**src/rtl/lcd_timing_pkg.sv**
```systemverilog
`default_nettype none
// +--------------------------------------------------------------------+
// | lcd_timing_pkg : panel timing defaults, FSM encoding, RGB offsets   |
// | Rev 1.0                                                            |
// +--------------------------------------------------------------------+
package lcd_timing_pkg;

  // 1024x600 panel defaults
  localparam int PANEL_H_ACTIVE = 1024;
  localparam int PANEL_H_FP     = 160;
  localparam int PANEL_H_SYNC   = 20;
  localparam int PANEL_H_BP     = 140;
  localparam int PANEL_V_ACTIVE = 600;
  localparam int PANEL_V_FP     = 12;
  localparam int PANEL_V_SYNC   = 3;
  localparam int PANEL_V_BP     = 20;

  localparam logic [1:0] ST_IDLE     = 2'd0;
  localparam logic [1:0] ST_WAIT_SOF = 2'd1;
  localparam logic [1:0] ST_RUN      = 2'd2;

  // RGB888 word is {R,G,B}
  localparam int RGB_R_LSB = 16;
  localparam int RGB_G_LSB = 8;
  localparam int RGB_B_LSB = 0;

endpackage
`default_nettype wire

```
**src/rtl/lcd_timing_ctrl_if.sv**
```systemverilog
`default_nettype none
// +--------------------------------------------------------------------+
// | lcd_timing_ctrl_if : upstream pixel stream (valid/ready + sof)      |
// | Rev 1.0                                                            |
// +--------------------------------------------------------------------+
interface lcd_timing_ctrl_if;
  logic        pix_valid;
  logic        pix_sof;
  logic [23:0] pix_data;
  logic        pix_ready;

  modport master (output pix_valid, output pix_sof, output pix_data, input pix_ready);
  modport slave  (input pix_valid, input pix_sof, input pix_data, output pix_ready);
endinterface
`default_nettype wire

```
**src/rtl/lcd_raster_cnt.sv**
```systemverilog
`default_nettype none
// +--------------------------------------------------------------------+
// | lcd_raster_cnt : h/v raster counters, region decode, frame_start    |
// | Rev 1.0                                                            |
// +--------------------------------------------------------------------+
module lcd_raster_cnt
  import lcd_timing_pkg::*;
#(
  parameter int H_ACTIVE = PANEL_H_ACTIVE,
  parameter int H_FP     = PANEL_H_FP,
  parameter int H_SYNC   = PANEL_H_SYNC,
  parameter int H_BP     = PANEL_H_BP,
  parameter int V_ACTIVE = PANEL_V_ACTIVE,
  parameter int V_FP     = PANEL_V_FP,
  parameter int V_SYNC   = PANEL_V_SYNC,
  parameter int V_BP     = PANEL_V_BP
) (
  input  logic clk,
  input  logic rst_n,
  input  logic cnt_en,
  input  logic en,
  output logic active,
  output logic hs_on,
  output logic vs_on,
  output logic origin,
  output logic frame_end,
  output logic frame_start
);

  localparam int H_TOTAL  = H_ACTIVE + H_FP + H_SYNC + H_BP;
  localparam int V_TOTAL  = V_ACTIVE + V_FP + V_SYNC + V_BP;
  localparam int HW       = $clog2(H_TOTAL);
  localparam int VW       = $clog2(V_TOTAL);
  localparam int HS_START = H_ACTIVE + H_FP;
  localparam int HS_END   = HS_START + H_SYNC;
  localparam int VS_START = V_ACTIVE + V_FP;
  localparam int VS_END   = VS_START + V_SYNC;

  logic [HW-1:0] r_h_cnt;
  logic [VW-1:0] r_v_cnt;
  int            w_h;
  int            w_v;
  logic          w_h_last;
  logic          w_v_last;

  assign w_h      = int'(r_h_cnt);
  assign w_v      = int'(r_v_cnt);
  assign w_h_last = (w_h == H_TOTAL - 1);
  assign w_v_last = (w_v == V_TOTAL - 1);

  assign active    = (w_h < H_ACTIVE) && (w_v < V_ACTIVE);
  assign hs_on     = (w_h >= HS_START) && (w_h < HS_END);
  assign vs_on     = (w_v >= VS_START) && (w_v < VS_END);
  assign origin    = (w_h == 0) && (w_v == 0);
  assign frame_end = w_h_last && w_v_last;

  // Counters sit at the origin while disabled so a new frame starts cleanly.
  always_ff @(posedge clk or negedge rst_n) begin
    if (!rst_n) begin
      r_h_cnt     <= '0;
      r_v_cnt     <= '0;
      frame_start <= 1'b0;
    end else begin
      frame_start <= cnt_en & en & origin;
      if (!cnt_en) begin
        r_h_cnt <= '0;
        r_v_cnt <= '0;
      end else if (w_h_last) begin
        r_h_cnt <= '0;
        r_v_cnt <= w_v_last ? '0 : r_v_cnt + 1'b1;
      end else begin
        r_h_cnt <= r_h_cnt + 1'b1;
      end
    end
  end

endmodule
`default_nettype wire

```
**src/rtl/lcd_timing_ctrl.sv**
```systemverilog
`default_nettype none
// +--------------------------------------------------------------------+
// | lcd_timing_ctrl : raster timing + frame-locked pixel feed to LVDS   |
// | Rev 1.0                                                            |
// +--------------------------------------------------------------------+
module lcd_timing_ctrl
  import lcd_timing_pkg::*;
#(
  parameter int H_ACTIVE = PANEL_H_ACTIVE,
  parameter int H_FP     = PANEL_H_FP,
  parameter int H_SYNC   = PANEL_H_SYNC,
  parameter int H_BP     = PANEL_H_BP,
  parameter int V_ACTIVE = PANEL_V_ACTIVE,
  parameter int V_FP     = PANEL_V_FP,
  parameter int V_SYNC   = PANEL_V_SYNC,
  parameter int V_BP     = PANEL_V_BP,
  parameter bit HS_POL   = 1'b0,
  parameter bit VS_POL   = 1'b0
) (
  input  logic                     clk,
  input  logic                     rst_n,
  input  logic                     en,
  input  logic                     clr_err,
  lcd_timing_ctrl_if.slave         pix,
  output logic                     lcd_vs,
  output logic                     lcd_hs,
  output logic                     lcd_de,
  output logic [7:0]               lcd_red,
  output logic [7:0]               lcd_green,
  output logic [7:0]               lcd_blue,
  output logic                     frame_start,
  output logic                     underflow,
  output logic                     sync_err
);

  logic [1:0] r_state;
  logic [1:0] w_state_nx;
  logic       w_active;
  logic       w_hs_on;
  logic       w_vs_on;
  logic       w_origin;
  logic       w_frame_end;
  logic       w_running;
  logic       w_sof_here;
  logic       w_lock;
  logic       w_bad_sof;
  logic       w_uf;
  logic       w_ready;
  logic       w_show;

  lcd_raster_cnt #(
    .H_ACTIVE (H_ACTIVE), .H_FP (H_FP), .H_SYNC (H_SYNC), .H_BP (H_BP),
    .V_ACTIVE (V_ACTIVE), .V_FP (V_FP), .V_SYNC (V_SYNC), .V_BP (V_BP)
  ) u_cnt (
    .clk         (clk),
    .rst_n       (rst_n),
    .cnt_en      (w_running),
    .en          (en),
    .active      (w_active),
    .hs_on       (w_hs_on),
    .vs_on       (w_vs_on),
    .origin      (w_origin),
    .frame_end   (w_frame_end),
    .frame_start (frame_start)
  );

  assign w_running  = (r_state != ST_IDLE);
  assign w_sof_here = pix.pix_valid & pix.pix_sof;
  assign w_lock     = (r_state == ST_WAIT_SOF) & w_sof_here & w_origin;
  assign w_bad_sof  = (r_state == ST_RUN) & w_active & w_sof_here & ~w_origin;
  assign w_uf       = (r_state == ST_RUN) & w_active & ~pix.pix_valid;

  // While hunting for SOF, non-SOF pixels are drained; the SOF pixel waits for the origin.
  always_comb begin
    w_ready = 1'b0;
    case (r_state)
      ST_WAIT_SOF: w_ready = pix.pix_valid & (~pix.pix_sof | w_origin);
      ST_RUN:      w_ready = w_active & ~(w_sof_here & ~w_origin);
      default:     w_ready = 1'b0;
    endcase
  end

  assign pix.pix_ready = w_ready;
  assign w_show = pix.pix_valid & w_ready & w_active & ((r_state == ST_RUN) | w_lock);

  always_comb begin
    w_state_nx = r_state;
    case (r_state)
      ST_IDLE:     if (en)                w_state_nx = ST_WAIT_SOF;
      ST_WAIT_SOF: if (w_lock)            w_state_nx = ST_RUN;
      ST_RUN:      if (w_uf | w_bad_sof)  w_state_nx = ST_WAIT_SOF;
      default:                            w_state_nx = ST_IDLE;
    endcase
    // A disabled raster always finishes the frame it is in before going idle.
    if (w_running && w_frame_end && !en) w_state_nx = ST_IDLE;
  end

  always_ff @(posedge clk or negedge rst_n) begin
    if (!rst_n) begin
      r_state   <= ST_IDLE;
      lcd_de    <= 1'b0;
      lcd_hs    <= ~HS_POL;
      lcd_vs    <= ~VS_POL;
      lcd_red   <= 8'h00;
      lcd_green <= 8'h00;
      lcd_blue  <= 8'h00;
      underflow <= 1'b0;
      sync_err  <= 1'b0;
    end else begin
      r_state   <= w_state_nx;
      lcd_de    <= w_running & w_active;
      lcd_hs    <= (w_running & w_hs_on) ? HS_POL : ~HS_POL;
      lcd_vs    <= (w_running & w_vs_on) ? VS_POL : ~VS_POL;
      lcd_red   <= w_show ? pix.pix_data[RGB_R_LSB +: 8] : 8'h00;
      lcd_green <= w_show ? pix.pix_data[RGB_G_LSB +: 8] : 8'h00;
      lcd_blue  <= w_show ? pix.pix_data[RGB_B_LSB +: 8] : 8'h00;
      underflow <= clr_err ? 1'b0 : (underflow | w_uf);
      sync_err  <= clr_err ? 1'b0 : (sync_err | w_bad_sof);
    end
  end

endmodule
`default_nettype wire

```
**src/flat_wrapper.sv**
```systemverilog
// flat-port wrapper written by rule: the top's interface ports become plain ports
module lcd_timing_ctrl_flat import lcd_timing_pkg::*;
#(
  parameter int H_ACTIVE = PANEL_H_ACTIVE,
  parameter int H_FP     = PANEL_H_FP,
  parameter int H_SYNC   = PANEL_H_SYNC,
  parameter int H_BP     = PANEL_H_BP,
  parameter int V_ACTIVE = PANEL_V_ACTIVE,
  parameter int V_FP     = PANEL_V_FP,
  parameter int V_SYNC   = PANEL_V_SYNC,
  parameter int V_BP     = PANEL_V_BP,
  parameter bit HS_POL   = 1'b0,
  parameter bit VS_POL   = 1'b0
)
  (clk, rst_n, en, clr_err, lcd_vs, lcd_hs, lcd_de, lcd_red, lcd_green, lcd_blue, frame_start, underflow, sync_err, pix_pix_valid, pix_pix_sof, pix_pix_data, pix_pix_ready);
  lcd_timing_ctrl_if pix_i ();
  input  logic clk;
  input  logic rst_n;
  input  logic en;
  input  logic clr_err;
  output logic lcd_vs;
  output logic lcd_hs;
  output logic lcd_de;
  output logic [7:0] lcd_red;
  output logic [7:0] lcd_green;
  output logic [7:0] lcd_blue;
  output logic frame_start;
  output logic underflow;
  output logic sync_err;
  input wire logic [$bits(pix_i.pix_valid)-1:0] pix_pix_valid;
  input wire logic [$bits(pix_i.pix_sof)-1:0] pix_pix_sof;
  input wire logic [$bits(pix_i.pix_data)-1:0] pix_pix_data;
  output wire logic [$bits(pix_i.pix_ready)-1:0] pix_pix_ready;
  assign pix_i.pix_valid = pix_pix_valid;
  assign pix_i.pix_sof = pix_pix_sof;
  assign pix_i.pix_data = pix_pix_data;
  assign pix_pix_ready = pix_i.pix_ready;
  lcd_timing_ctrl #(.H_ACTIVE(H_ACTIVE), .H_FP(H_FP), .H_SYNC(H_SYNC), .H_BP(H_BP), .V_ACTIVE(V_ACTIVE), .V_FP(V_FP), .V_SYNC(V_SYNC), .V_BP(V_BP), .HS_POL(HS_POL), .VS_POL(VS_POL)) u_core (.clk(clk), .rst_n(rst_n), .en(en), .clr_err(clr_err), .pix(pix_i), .lcd_vs(lcd_vs), .lcd_hs(lcd_hs), .lcd_de(lcd_de), .lcd_red(lcd_red), .lcd_green(lcd_green), .lcd_blue(lcd_blue), .frame_start(frame_start), .underflow(underflow), .sync_err(sync_err));
endmodule
```
**config.mk**
```make
export PLATFORM = sky130hd
export DESIGN_NAME = lcd_timing_ctrl_flat
export DESIGN_NICKNAME = d
export VERILOG_FILES = /design/src/rtl/lcd_timing_pkg.sv /design/src/rtl/lcd_timing_ctrl_if.sv /design/src/rtl/lcd_raster_cnt.sv /design/src/rtl/lcd_timing_ctrl.sv /design/src/flat_wrapper.sv
export SDC_FILE = /design/constraint.sdc
export NUM_CORES = 1
export LEC_CHECK = 0
export BUFFER_PORTS_ARGS = -buffer_cell sky130_fd_sc_hd__buf_2
export CAP_MARGIN = 20
export CORE_ASPECT_RATIO = 1.2
export CORE_UTILIZATION = 35
export CTS_CLUSTER_SIZE = 28
export DETAILED_ROUTE_END_ITERATION = 8
export SYNTH_ARGS = -nofsm -noshare
export SYNTH_HDL_FRONTEND = slang
export SYNTH_SLANG_ARGS = --single-unit
```
**constraint.sdc**
```tcl
create_clock -name clk -period 1.7 [get_ports clk]
set_input_delay 0.51 -clock clk [delete_from_list [all_inputs] [get_ports clk]]
set_output_delay 0.51 -clock clk [all_outputs]
set_load 0.03 [all_outputs]
```
==> key figures <==
Final layout
  • Fin cells: about 440
  • Area Overhead vs Synth: 48.3%
  • Antenna diodes: 0
  • Final nets: just under 400
  • Layout cells sized above 1: 0.483
  • # fillers: ~630

Logic synthesis
  • Share of the synthesized area in the top cell type: 0.523
  • Syn Area/Cell: between 10 and 15 um^2
  • Fraction of registers with async set/reset: 1.00
  • Post-synth EDFFs: 0
  • Synth Instances: ~230
  • Largest area contributor in the netlist: dfrtp_1
  • Sequential element share of the synthesized area: 0.544
  • Synth Register Bits: 53
  • Yosys cell types: 44
  • Top post-synthesis cells by area: dfrtp_1 (52%), and2_1 (7.2%), ha_1 (4.6%)
  • Post-Syn Area: between 2000 and 2500 um^2
  • Count of yosys warnings during synthesis: 0
  • Synth Net Count: around 270
  • Top FF cell, synth: dfrtp_1

Detailed routing
  • Vias per cell: between 4 and 5
  • DRC viols: 0
  • Routed length per instance: 13.9 um
  • Detailed Route Iter0 Violations: roughly 120
  • Via total after detailed routing: around 2100
  • Final WL: just over 6000 um
  • Pre-antenna DRT Iters: 6
  • Post-route ant nets: 0

Floorplan
  • Num rows: 33
  • Die height: between 90 and 100 um
  • Die width: approximately 78 um
  • # IOs: 61
  • Core ar.: a little under 7000 um^2
  • Starting Density: 0.361
  • DIE AREA: 7320 um^2

STA
  • Setup repair after global routing missed its margin: yes
  • Slew of the pin with the lowest slew margin: ~0.38 ns
  • Final worst slack: -0.564 ns
  • Slew margin rel.: 0.744
  • Max Freq: 442 MHz
  • Max-slew violations: 0
  • Setup violators final: 38
  • Final setup skew: about 0.0044 ns
  • Final Critical Period: approximately 2.3 ns
  • Hold violation count in the final report: 0
  • Final Cycle Share: 1.33

Worst setup path
  • CP Class: reg2out
  • WP data arrival: between 1.5 and 2 ns
  • Critical R2R Launch: u_core.u_cnt.r_h_cnt[0]$_DFF_PN0_
  • Critical Path End Type: output pin
  • RR Endpoint: u_core.lcd_blue[5]$_DFF_PN0_
  • Worst Path Max Fanout: 6
  • Reg2reg setup slack: -0.44 ns
  • CP Launch Type: flop
  • Required time of the critical path: about 1.2 ns
  • Worst Reg-to-Reg Cells: 11

Clock network
  • CTS clk-pin slew, worst paths: about 0.09 ns
  • Post-CTS Hold Buffers: 0
  • Clock Path Buffers: 2
  • CTS buffer count: 5
  • CTS tree: built
  • Cell at the root of the clock tree: clkbuf_8
  • H-Tree Level Count: 2
  • Clock Latency Late Sink: 0.31 ns
  • Clk sinks: 53

Hold path
  • Hold crit path type: in2async

Run
  • Max Cap Viol: 0

Global route
  • GRT Util Overall: 0.161
  • Initial antenna violation count: 0
  • Largest net degree at the start of global routing: 54
  • Total congestion overflow: 0
  • First-pass GRT wire length: 8990 um
  • Vias in the first global route: just under 2000

Place
  • Port bufs: 60
  • DP HPWL: between 4000 and 5000 um
  • Pre-CTS WS: -0.296 ns
  • Routability cong.: roughly 0.81
  • Placed cells: about 420

Power and ir drop
  • Pwr dens: ~1200 nW/um^2
  • Max VDD drop: between 600 and 700 uV
  • Pleak: between 0.0015 and 0.002 uW
  • Final Power: ~4200 uW

Run status
  • Failing checks: setup timing
  • Status: finished, violations left
==> flip-flops by register name, summed over array words and instances, names as in the netlist <==
register,flops
u_core.lcd_blue,8
u_core.lcd_de,1
u_core.lcd_green,8
u_core.lcd_hs,1
u_core.lcd_red,8
u_core.lcd_vs,1
u_core.r_state,2
u_core.sync_err,1
u_core.u_cnt.frame_start,1
u_core.u_cnt.r_h_cnt,11
u_core.u_cnt.r_v_cnt,10
u_core.underflow,1
==> synth_stat cells (2+ instances only) <==
| cell type | count |
|---|---|
| xor2_1 | 6 |
| dfrtp_1 | 51 |
| buf_6 | 2 |
| a21oi_1 | 2 |
| nand2_1 | 17 |
| nor2_1 | 24 |
| inv_1 | 12 |
| o21ai_1 | 3 |
| and2_1 | 28 |
| and4_1 | 3 |
| nand3_1 | 6 |
| nor4_1 | 2 |
| o41ai_2 | 2 |
| nor4b_1 | 2 |
| nor3_1 | 2 |
| nand2b_1 | 4 |
| nand4_1 | 3 |
| and3_1 | 6 |
| clkbuf_1 | 2 |
| o21ai_0 | 13 |
| xnor2_1 | 5 |
| ha_1 | 9 |
| dfstp_2 | 2 |
| mux2i_1 | 2 |
==> worst max-delay path, stage by stage (launching register included) <==
cell	delay [ns]
dfrtp_1	0.41
buf_4	0.17
a21oi_1	0.19
o2111ai_1	0.21
nand2_1	0.11
nand2_1	0.10
a21oi_4	0.12
buf_6	0.14
==> power by group <==
part	internal, uW	switching [uW]	total, uW
Clock	443	417	860
Sequential	1410	66.6	1480
Combinational	924	975	1900
Total	2780	1460	4240
==> repair_timing <==
action,in CTS,in global routing
gates cloned,1,3
resized for setup,15,39
setup buffers,2,5
setup endpoints to repair,37,48
pin swaps,7,10
==> metrics by stage <==
step	hold slack (ns)	utilization	cell area [um^2]	TNS (ns)
after floorplan	0.214	-	2470	-1.07
after global placement	0.476	0.478	3240	-5.63
after detailed placement	0.489	0.478	3240	-6.21
after CTS	0.183	0.501	3390	-5.99
after global routing	0.191	0.535	3620	-15.93
final	0.177	0.535	3620	-12.11
==> layer usage <==
layer	global-route usage	vias up	routed length, um
li1	-	1016	-
met1	0.189	997	2420
met2	0.276	78	3200
met3	0.0361	13	299
met4	0.0756	0	140
met5	0	-	0
==> how the worst max path moves through the flow <==
| stage | start | endpoint | slack, ns | cells past startpoint |
|---|---|---|---|---|
| 2_1_floorplan | u_core.u_cnt.r_h_cnt[0]$_DFF_PN0_ | pix_pix_ready | -0.23 | 6 |
| 5_1_grt | u_core.u_cnt.r_v_cnt[5]$_DFFE_PN0P_ | pix_pix_ready | -0.66 | 7 |
| 3_5_place_dp | u_core.u_cnt.r_v_cnt[0]$_DFFE_PN0P_ | pix_pix_ready | -0.30 | 7 |
| 3_3_place_gp | u_core.u_cnt.r_h_cnt[0]$_DFF_PN0_ | pix_pix_ready | -0.26 | 7 |
| 6_report | u_core.u_cnt.r_v_cnt[5]$_DFFE_PN0P_ | pix_pix_ready | -0.56 | 7 |
| 4_1_cts | u_core.u_cnt.r_h_cnt[0]$_DFF_PN0_ | pix_pix_ready | -0.57 | 7 |
==> final cells by class <==
class	instances	area, um^2	share of cell area
Tap cell	87	109	0.0301
Clock inverter	2	38.8	0.0107
Multi-Input combinational cell	159	1210	0.333
Inverter	12	45.0	0.0124
Timing Repair Buffer	118	821	0.227
Sequential cell	53	1330	0.367
Clock buffer	6	72.6	0.0200
==> cells in the final DEF, fill, tap and decap left out, types with 4 or more instances in the layout <==
cell	synthesis	final
and2_1	28	18
and2_4	0	10
buf_2	0	59
buf_4	1	49
buf_6	2	6
clkbuf_8	0	5
dfrtp_1	51	50
ha_1	9	5
inv_1	12	11
nand2_1	17	16
nand2b_1	4	4
nand3_1	6	6
nor2_1	24	21
o21ai_1	3	10
xnor2_1	5	4
xor2_1	6	6
==> kinds of logic (layout without fill, tap and decap cells) <==
kind of cell | count (synthesis) | count (layout) | synth area share
mux | 2 | 2 | 0.00820
flops | 53 | 53 | 0.544
simple gates | 105 | 106 | 0.237
compound gates | 31 | 31 | 0.0917
buf+inv | 17 | 138 | 0.0338
fa+ha+maj | 9 | 9 | 0.0461
xor+xnor | 11 | 11 | 0.0394
Note: power is estimated with default switching activity, not from simulation.
